$ cat config.mk
export PLATFORM = sky130hd
export DESIGN_NAME = frame_animator
export DESIGN_NICKNAME = d
export VERILOG_FILES = /design/src/rtl/frame_animator.sv
export SDC_FILE = /design/constraint.sdc
export NUM_CORES = 1
export LEC_CHECK = 0
export ABC_CLOCK_PERIOD_IN_PS = 4550
export CAP_MARGIN = 20
export CORE_MARGIN = 2
export CORE_UTILIZATION = 54
export CTS_CLUSTER_DIAMETER = 50
export DETAILED_ROUTE_END_ITERATION = 6
export GPL_TIMING_DRIVEN = 0
export PLACE_DENSITY = 0.76
export RECOVER_POWER = 100
export SYNTH_ARGS = -nofsm -noshare
export SYNTH_HDL_FRONTEND = slang
export SYNTH_SLANG_ARGS = --single-unit
$ cat constraint.sdc
create_clock -name clk -period 4.55 [get_ports clk]
set_clock_uncertainty 0.05 [all_clocks]
set_input_delay 0.6825 -clock clk [delete_from_list [all_inputs] [get_ports clk]]
set_output_delay 0.6825 -clock clk [all_outputs]
set_load 0.01 [all_outputs]
$ cat src/rtl/frame_animator.sv
// Frame-synchronous bus-write sequencer: each vsync rising edge sweeps the
// channel table once and issues one bus write for every channel that is due.
module frame_animator #(
    parameter int NUM_CH   = 4,
    parameter int ADDR_W   = 16,
    parameter int DATA_W   = 8,
    parameter int PERIOD_W = 4,
    localparam int CH_W    = (NUM_CH > 1) ? $clog2(NUM_CH) : 1
) (
    input  logic              clk,
    input  logic              reset,
    input  logic              vsync,
    input  logic              cfg_we,
    input  logic [CH_W-1:0]   cfg_ch,
    input  logic [1:0]        cfg_field,
    input  logic [ADDR_W-1:0] cfg_data,
    input  logic              overrun_clr,
    output logic [ADDR_W-1:0] addr,
    output logic [DATA_W-1:0] data,
    output logic              rw,
    output logic              busy,
    output logic              done,
    output logic              overrun,
    output logic [1:0]        state_dbg
);

    // Bus handshake: a write is the single cycle with rw = 1; addr/data are
    // valid in that cycle and hold their last values otherwise. No back-pressure.

    typedef enum logic [1:0] {S_IDLE = 2'd0, S_SWEEP = 2'd1, S_DONE = 2'd2} state_t;

    localparam logic [CH_W:0]   NUM_CH_L = (CH_W + 1)'(NUM_CH);
    localparam logic [CH_W-1:0] LAST_CH  = CH_W'(NUM_CH - 1);

    state_t            state;
    logic [CH_W-1:0]   idx;
    logic              vsync_q;
    logic              start;

    logic [ADDR_W-1:0]   ch_addr   [NUM_CH];
    logic [DATA_W-1:0]   ch_val    [NUM_CH];
    logic [DATA_W-1:0]   ch_step   [NUM_CH];
    logic                ch_en     [NUM_CH];
    logic                ch_mode   [NUM_CH];
    logic [PERIOD_W-1:0] ch_period [NUM_CH];
    logic [PERIOD_W-1:0] ch_cnt    [NUM_CH];

    logic              cfg_ok;
    logic              collide;
    logic [DATA_W-1:0] cur_val;
    logic [DATA_W-1:0] cur_step;
    logic [DATA_W+1:0] nv;
    logic              step_neg;
    logic              sat_lo;
    logic              sat_hi;
    logic              sat;
    logic [DATA_W-1:0] new_val;

    assign start     = vsync & ~vsync_q;
    assign state_dbg = state;
    assign cfg_ok    = cfg_we && ({1'b0, cfg_ch} < NUM_CH_L);
    assign collide   = cfg_ok && (cfg_ch == idx);

    // Two guard bits hold the sign-extended sum so both bound crossings show up.
    // Saturation triggers on reaching or passing the bound in the step's direction.
    always_comb begin
        cur_val  = ch_val[idx];
        cur_step = ch_step[idx];
        step_neg = cur_step[DATA_W-1];
        nv       = {2'b00, cur_val} + {{2{step_neg}}, cur_step};
        sat_lo   = step_neg && (nv[DATA_W+1] || (nv == '0));
        sat_hi   = !step_neg && (cur_step != '0) && !nv[DATA_W+1] &&
                   (nv[DATA_W] || (nv[DATA_W-1:0] == '1));
        sat      = ch_mode[idx] && (sat_lo || sat_hi);
        new_val  = nv[DATA_W-1:0];
        if (ch_mode[idx] && sat_lo) begin
            new_val = '0;
        end else if (ch_mode[idx] && sat_hi) begin
            new_val = '1;
        end
    end

    always_ff @(posedge clk or negedge reset) begin
        if (!reset) begin
            for (int k = 0; k < NUM_CH; k++) begin
                ch_addr[k]   <= '0;
                ch_val[k]    <= '0;
                ch_step[k]   <= '0;
                ch_en[k]     <= 1'b0;
                ch_mode[k]   <= 1'b0;
                ch_period[k] <= '0;
                ch_cnt[k]    <= '0;
            end
            state   <= S_IDLE;
            idx     <= '0;
            vsync_q <= 1'b0;
            addr    <= '0;
            data    <= '0;
            rw      <= 1'b0;
            busy    <= 1'b0;
            done    <= 1'b0;
            overrun <= 1'b0;
        end else begin
            vsync_q <= vsync;
            rw      <= 1'b0;
            done    <= 1'b0;

            if (start && busy) begin
                overrun <= 1'b1;
            end else if (overrun_clr) begin
                overrun <= 1'b0;
            end

            case (state)
                S_IDLE: begin
                    if (start) begin
                        state <= S_SWEEP;
                        idx   <= '0;
                        busy  <= 1'b1;
                    end
                end
                S_SWEEP: begin
                    // A same-cycle config write to this channel takes precedence.
                    if (!collide && ch_en[idx]) begin
                        if (ch_cnt[idx] != '0) begin
                            ch_cnt[idx] <= ch_cnt[idx] - 1'b1;
                        end else begin
                            ch_cnt[idx] <= ch_period[idx];
                            ch_val[idx] <= new_val;
                            if (sat) begin
                                ch_en[idx] <= 1'b0;
                            end
                            addr <= ch_addr[idx];
                            data <= new_val;
                            rw   <= 1'b1;
                        end
                    end
                    if (idx == LAST_CH) begin
                        state <= S_DONE;
                        done  <= 1'b1;
                    end else begin
                        idx <= idx + 1'b1;
                    end
                end
                S_DONE: begin
                    state <= S_IDLE;
                    busy  <= 1'b0;
                end
                default: begin
                    state <= S_IDLE;
                    busy  <= 1'b0;
                end
            endcase

            if (cfg_ok) begin
                case (cfg_field)
                    2'd0: ch_addr[cfg_ch] <= cfg_data;
                    2'd1: ch_val[cfg_ch]  <= cfg_data[DATA_W-1:0];
                    2'd2: ch_step[cfg_ch] <= cfg_data[DATA_W-1:0];
                    default: begin
                        ch_period[cfg_ch] <= cfg_data[PERIOD_W-1:0];
                        ch_en[cfg_ch]     <= cfg_data[PERIOD_W];
                        ch_mode[cfg_ch]   <= cfg_data[PERIOD_W+1];
                        ch_cnt[cfg_ch]    <= '0;
                    end
                endcase
            end
        end
    end

endmodule

# Word-level counts from Yosys, hierarchy flattened
# Cells that the tools add are included.
[op_classes] n_addsub=3 n_mul=0 div_mod_pow=0 order_cmp=4 n_eq_ne=9 shifts=0 mux=77 bitwise=11 n_reduce_logical=33
[op_table] op="two-way mux 32 bit" count=5
[op_table] op="two-way mux 16 bit" count=8
[op_table] op="bitwise mux 32 bit" count=3
[op_table] op="bitwise mux 64 bit" count=1
[op_table] op="two-way mux 8 bit" count=8
[op_table] op="bitwise mux 16 bit" count=3
[op_table] op="two-way mux 4 bit" count=12
[op_table] op="binary-select mux 16 bit (select 2 bit)" count=1
[op_table] op="binary-select mux 8 bit (select 2 bit)" count=2
[op_table] op="demux 16 bit (select 2 bit)" count=1
[op_table] op="demux 8 bit (select 2 bit)" count=2
[op_table] op="AND 16 bit" count=1
[op_table] op="binary-select mux 4 bit (select 2 bit)" count=2
[op_table] op="demux 4 bit (select 2 bit)" count=2
[op_table] op="NOT 16 bit" count=1
[op_table] op="two-way mux 1 bit" count=14
[op_table] op="logical AND 1 bit" count=12
[op_table] op="adder 9 x 8 -> 10 bit" count=1
[op_table] op="zero test 10 bit" count=1
[op_table] op="AND reduction 2 bit" count=5
[op_table] op="bitwise mux 4 bit" count=2
[op_table] op="== test 8 bit (second input constant)" count=1
[op_table] op="two-way mux 2 bit" count=4
[op_table] op="one-hot mux 2 bit (2 select lines)" count=2
[op_table] op="other kinds (24)" count=43
[totals] register_bits=201 latchBits=0 ram_bits=0 romBits=0 in_bits=25 word_cells=174 n_memories=0

# Longest topological paths before layout
[logic_depth] word_depth=18 depth_mapped=16 depth_no_buf=11

# Worst setup path after synthesis
# Ideal clock, no wire load.
[synth_path] path_kind="flip-flop to flip-flop" startpoint="reg idx[0]" endpoint="reg ch_val[24] in the netlist's numbering" setup_ps=77 arrival_ps=4275 required_ps=4423 path_slack_ps=147 path_stages_with_launch=17 path_buffers=5 cell_sequence="dfrtp_1 > buf_6 > buf_6 > buf_2 > buf_2 > mux4_2 > ha_1 > fa_1 > a211oi_1 > nor2_1 > xnor2_1 > or3b_2 > nor4_1 > o21a_1 > buf_2 > o211ai_1 > a21oi_1"
[synth_via] elab_chain_len=18 word_cells_on_any_way=49
[synth_lines] item="start, declared" line_no="36" source="logic [CH_W-1:0] idx;"
[synth_lines] item="start signal, assigned" line_no="142" source="idx <= idx + 1'b1;"
[synth_lines] item="NOT 2 -> 3 bit (not written as such)"
[synth_lines] item="binary-select mux 8 bit (select 2 bit) (on tied branches)" line_no="67, 68"
[synth_lines] item="two-way mux 8 bit (on tied branches) (2 in series)" line_no="67, 68"
[synth_lines] item="adder 9 x 8 -> 10 bit, or another cell as far along" line_no="70" source="nv = {2'b00, cur_val} + {{2{step_neg}}, cur_step};"
[synth_lines] item="== test 8 bit, or another cell as far along" line_no="73" source="(nv[DATA_W] || (nv[DATA_W-1:0] == '1));"
[synth_lines] item="logical OR 1 bit or logical AND 1 bit (tied branches)" line_no="73, 72"
[synth_lines] item="logical AND 1 bit" line_no="72" source="sat_hi = !step_neg && (cur_step != '0) && !nv[DATA_W+1] &&"
[synth_lines] item="logical AND 1 bit" line_no="78" source="end else if (ch_mode[idx] && sat_hi) begin"
[synth_lines] item="two-way mux 8 bit" line_no="78"
[synth_lines] item="two-way mux 8 bit" line_no="76" source="if (ch_mode[idx] && sat_lo) begin"
[synth_lines] item="bitwise mux 32 bit" line_no="129" source="ch_val[idx] <= new_val;"
[synth_lines] item="two-way mux 32 bit" line_no="125" source="if (ch_cnt[idx] != '0) begin"
[synth_lines] item="two-way mux 32 bit *" line_no="124" source="if (!collide && ch_en[idx]) begin"
[synth_lines] item="two-way mux 32 bit *" line_no="114" source="case (state)"
[synth_lines] item="bitwise mux 32 bit" line_no="158" source="2'd1: ch_val[cfg_ch] <= cfg_data[DATA_W-1:0];"
[synth_lines] item="two-way mux 32 bit" line_no="156" source="case (cfg_field)"
[synth_lines] item="two-way mux 32 bit *" line_no="155" source="if (cfg_ok) begin"
[synth_lines] item="end signal, assigned by index" line_no="129"
[synth_lines] item="end signal, assigned by index" line_no="158"
[synth_lines] item="end, declared" line_no="41" source="logic [DATA_W-1:0] ch_val [NUM_CH];"
# Mark *: on every way between the ends. The rest lies on a longest branch, timed or not. The select of a mux whose other input is x is not followed.
# A chain may end at the register's enable or synchronous reset.

# Worst setup path after layout
[layout_path] startpoint="reg idx[0]" endpoint="reg ch_val[25] in the netlist's numbering"
# The elaborated chain is that of the path after synthesis.

==> results by group <==
Drt
  – Routed wl met2: ~11 mm
  – Antenna Violating Nets Remaining: 0
  – Metal-1 WL: 9.83 mm
  – Drt drc: 0
  – DR iter-0 viols: between 500 and 600
  – DRT Pass-1 Iters: 5
  – DR WL/cell: between 20 and 25 µm
  – Via-to-Cell Ratio: around 6.1
  – Top Layer Used: met4
  – WL final: 23.6 mm
  – Metal3 WL: around 1.8 mm
  – Via Count: roughly 7000

Final layout
  – Final cell utilization of the core: 64.4%
  – Layout area overhead: 17.9%
  – Ant diodes: 0
  – Nets: 927
  – Fin cells: about 1100
  – Share of layout cells above drive strength 1: about a quarter
  – Fillers: 1330

Floorplan
  – Die H: 138 µm
  – Initial Util: 54.6%
  – Io pins: 55
  – Die ar.: around 0.019 mm²
  – Core area: about 0.018 mm²
  – Chip width: ~140 µm
  – Rows: 49

STA
  – Slew HR: -26.2%
  – Fmax: about 230 MHz
  – Max Slew Vio Count: 35
  – Setup slack after layout: about 0.21 ns
  – Final Hold Fails: 0
  – Period utilization: a little over nine tenths
  – Min cycle time layout: ~4.3 ns
  – Slew @ Worst Pin: roughly 1.9 ns
  – Final setup viols: 0
  – Setup TNS: 0 ns

Critical path
  – Max FO, Critical Path: 19
  – Crit-path max cell delay: approximately 0.52 ns
  – Kind of critical path: register to register
  – Critical path arrival: 4.72 ns
  – Most frequent CP cell: buf_6
  – Slowest CP cell: mux4_2
  – Crit-path cells: buf_6 -> buf_12 -> buf_6 -> mux4_2 -> ha_1 -> fa_2 -> a211oi_2 -> nor2_1 -> xnor2_1 -> or3b_2 -> nor4_2 -> o21a_2 -> buf_4 -> o211ai_1 -> a31oi_1
  – Crit end category: register
  – CP Data Required Time: roughly 5 ns
  – Startpoint types: register

Global route
  – Vias in the first global route: between 7000 and 8000
  – Global Route Usage Sum: roughly a quarter
  – GRT overflow: 0
  – Initial antenna violation count: 0
  – Global-route wire length before repair: roughly 38 mm
  – Largest net degree at the start of global routing: 92

Placement
  – Hpwl dp: about 16 mm
  – PortBufs: just over 50
  – GPL Wtd Cong: 0.880
  – Cells after DPL: 1088
  – DP Worst Slack: -0.987 ns

Clocking
  – Clock sink count: 201
  – Clock latency on the worst-skew pair: 0.51 ns
  – CTS tree: built
  – CTS Buffer Depth: 3
  – Inserted Clock Buffers: 24
  – H-tree depth: 1
  – Clk slew on worst S/H paths: about 0.06 ns
  – Clock Root Buffer: clkbuf_16

Synth
  – Top_reg_cell synth: dfrtp_1
  – Synth top area cells: dfrtp_1 (52%), mux2_2 (14%), mux4_2 (9.3%), nand2_1 (3.8%), a21oi_1 (3.0%)
  – Synth area leader: dfrtp_1
  – #FFs+latches synth: 201
  – Post-synthesis net count: 846
  – Synth Instances: 806
  – Sequential share of the synthesized area: 51.8%
  – Yosys cell types: 52
  – Synth Cell Area: between 0.009 and 0.01 mm²
  – Syn Area/Cell: 12.0 µm²
  – Area share of the largest cell type after synthesis: 51.8%
  – EDFF count, synth: 0
  – Synth Warn #: 0
  – Asr flop ratio synth: 100%

Power and ir drop
  – Net switching share of the total power: 37.6%
  – Pleak: 5.05 nW
  – Peak supply drop: roughly 500 µV
  – Pwr Density: 736 mW/mm²
  – Switch Pwr: approximately 3.2 mW
  – Power share of the clock group: between 20% and 30%
  – Final total power: around 8.4 mW
  – Cell Int Power: between 5 and 6 mW
  – Register share of total power: 31.4%
  – Logic pwr share: ~45%

Run status
  – Status: complete, but fails checks
  – Violated checks: max-capacitance violations, max-slew violations

Worst hold path
  – Min-Delay Path Class: register to register

Job
  – Max Cap Viol: 1
## critical path, delay by kind of cell, from the launching register on
kind / cells / cell delay [ns]
compound gates: 4 / 0.76
fa+ha+maj: 2 / 0.74
flops: 1 / 0.45
mux: 1 / 0.52
xor+xnor: 1 / 0.15
simple gates: 3 / 0.73
buf+inv: 4 / 0.85
## power groups by stage
stage	combinational, mW	clock (mW)	sequential [mW]
global placement	3.49	0	2.65
finish	3.79	1.98	2.65
CTS	3.64	2.00	2.65
floorplan	2.53	0	2.62
global route	4.12	2.08	2.71
detailed placement	3.56	0	2.67
## cell type report
class	instances	area (µm²)	area share (%)
Clock buffer	31	698	6.10
Tap cell	229	287	2.50
Multi-Input combinational cell	545	4450	38.8
Inverter	13	48.8	0.426
Clock inverter	9	131	1.15
Timing Repair Buffer	58	576	5.03
Buffer	44	229	2.00
Sequential cell	201	5030	44.0
## kinds of logic (layout without fill, tap and decap cells)
group                      count (synthesis)  in the layout  share of synthesized area, %
xor gates and xnor gates                   9              9                         0.812
buffers and inverters                     60            155                          2.75
adders and majority gates                 15             15                          2.01
DFF                                      201            201                          51.8
and+or+nand+nor                          234            234                          10.8
muxes                                    172            172                          24.7
AOI/OAI and AO/OA                        115            115                          7.12
## layer usage
layer | GRT usage (%) | up-vias
met2 | 40.4 | 254
met4 | 6.93 | 0
li1 | - | 3062
met3 | 4.61 | 51
met5 | 0 | -
met1 | 34.8 | 3478
## state kept, by name (all words and copies together), names as in the netlist
name and count:
ch_step 32, ch_mode 4, done 1, vsync_q 1, addr 16, ch_period 16
overrun 1, ch_val 32, data 8, rw 1, idx 2, busy 1
ch_addr 64, ch_en 4, ch_cnt 16, state_dbg 2
## cells in the final DEF, fill, tap and decap left out, types with 3 or more instances in the layout
master / netlist / routed
clkbuf_16: 0 / 25
mux2_2: 117 / 112
buf_4: 1 / 5
xor2_1: 7 / 5
o211ai_1: 17 / 17
nand2_1: 99 / 99
o21ai_1: 4 / 5
o21ai_0: 13 / 12
nor2_1: 62 / 62
nand3_1: 33 / 33
and3_1: 6 / 6
o21bai_1: 3 / 3
buf_6: 4 / 4
clkbuf_1: 28 / 35
mux2i_1: 13 / 13
nor3_1: 7 / 7
dlygate4sd3_1: 0 / 34
o31ai_1: 6 / 6
dfrtp_1: 201 / 200
mux2_1: 0 / 5
nand2b_1: 5 / 5
bufinv_16: 0 / 3
clkdlybuf4s50_1: 0 / 17
nor2b_1: 3 / 3
or3_1: 3 / 3
mux4_2: 40 / 40
clkinv_2: 0 / 3
a21oi_1: 58 / 56
clkbuf_8: 0 / 5
ha_1: 14 / 14
clkbuf_4: 0 / 3
inv_1: 12 / 12
## metrics by stage
step	hold WS, ns	instance area, µm²
floorplan	0.337	9710
global placement	0.411	10500
detailed placement	0.411	10600
CTS	0.426	11400
global route	0.442	11400
finish	0.415	11400
## synth_stat cells, drive strengths merged, types with 3 or more instances
cell / n
a211oi: 3
nor3: 7
o21bai: 3
ha: 14
nand3: 33
dfrtp: 201
nor2b: 3
o31ai: 6
inv: 13
o21ai: 18
nand2b: 5
clkbuf: 28
and3: 6
mux2i: 13
nand2: 101
mux2: 117
a21oi: 58
mux4: 42
or3: 3
nor4: 3
nor2: 62
buf: 19
o211ai: 17
xor2: 7
## worst paths after layout
path | startpoint | end | slack (ns) | cells after the start
min | addr[9] | addr[9] | 0.41 | 2
min in group asynchronous | reset | ch_period[15] | 1.18 | 2
max | idx[0] | ch_val[25] | 0.21 | 15
min reg2reg | addr[9] | addr[9] | 0.41 | 2
max in group asynchronous | reset | addr[12] | 0.83 | 4
max reg2reg | idx[0] | ch_val[25] | 0.21 | 15
## what timing repair did
action / in CTS / in global routing
endpoints found under the setup margin: 44 / 44
setup buffers: 0 / 2
hold buffers: 1 / 0
resized for setup: 11 / 11
gates cloned: 0 / 0
pin swaps: 0 / 1
hold endpoints to repair: 10 / 0
(Power assumes the default switching activity.)
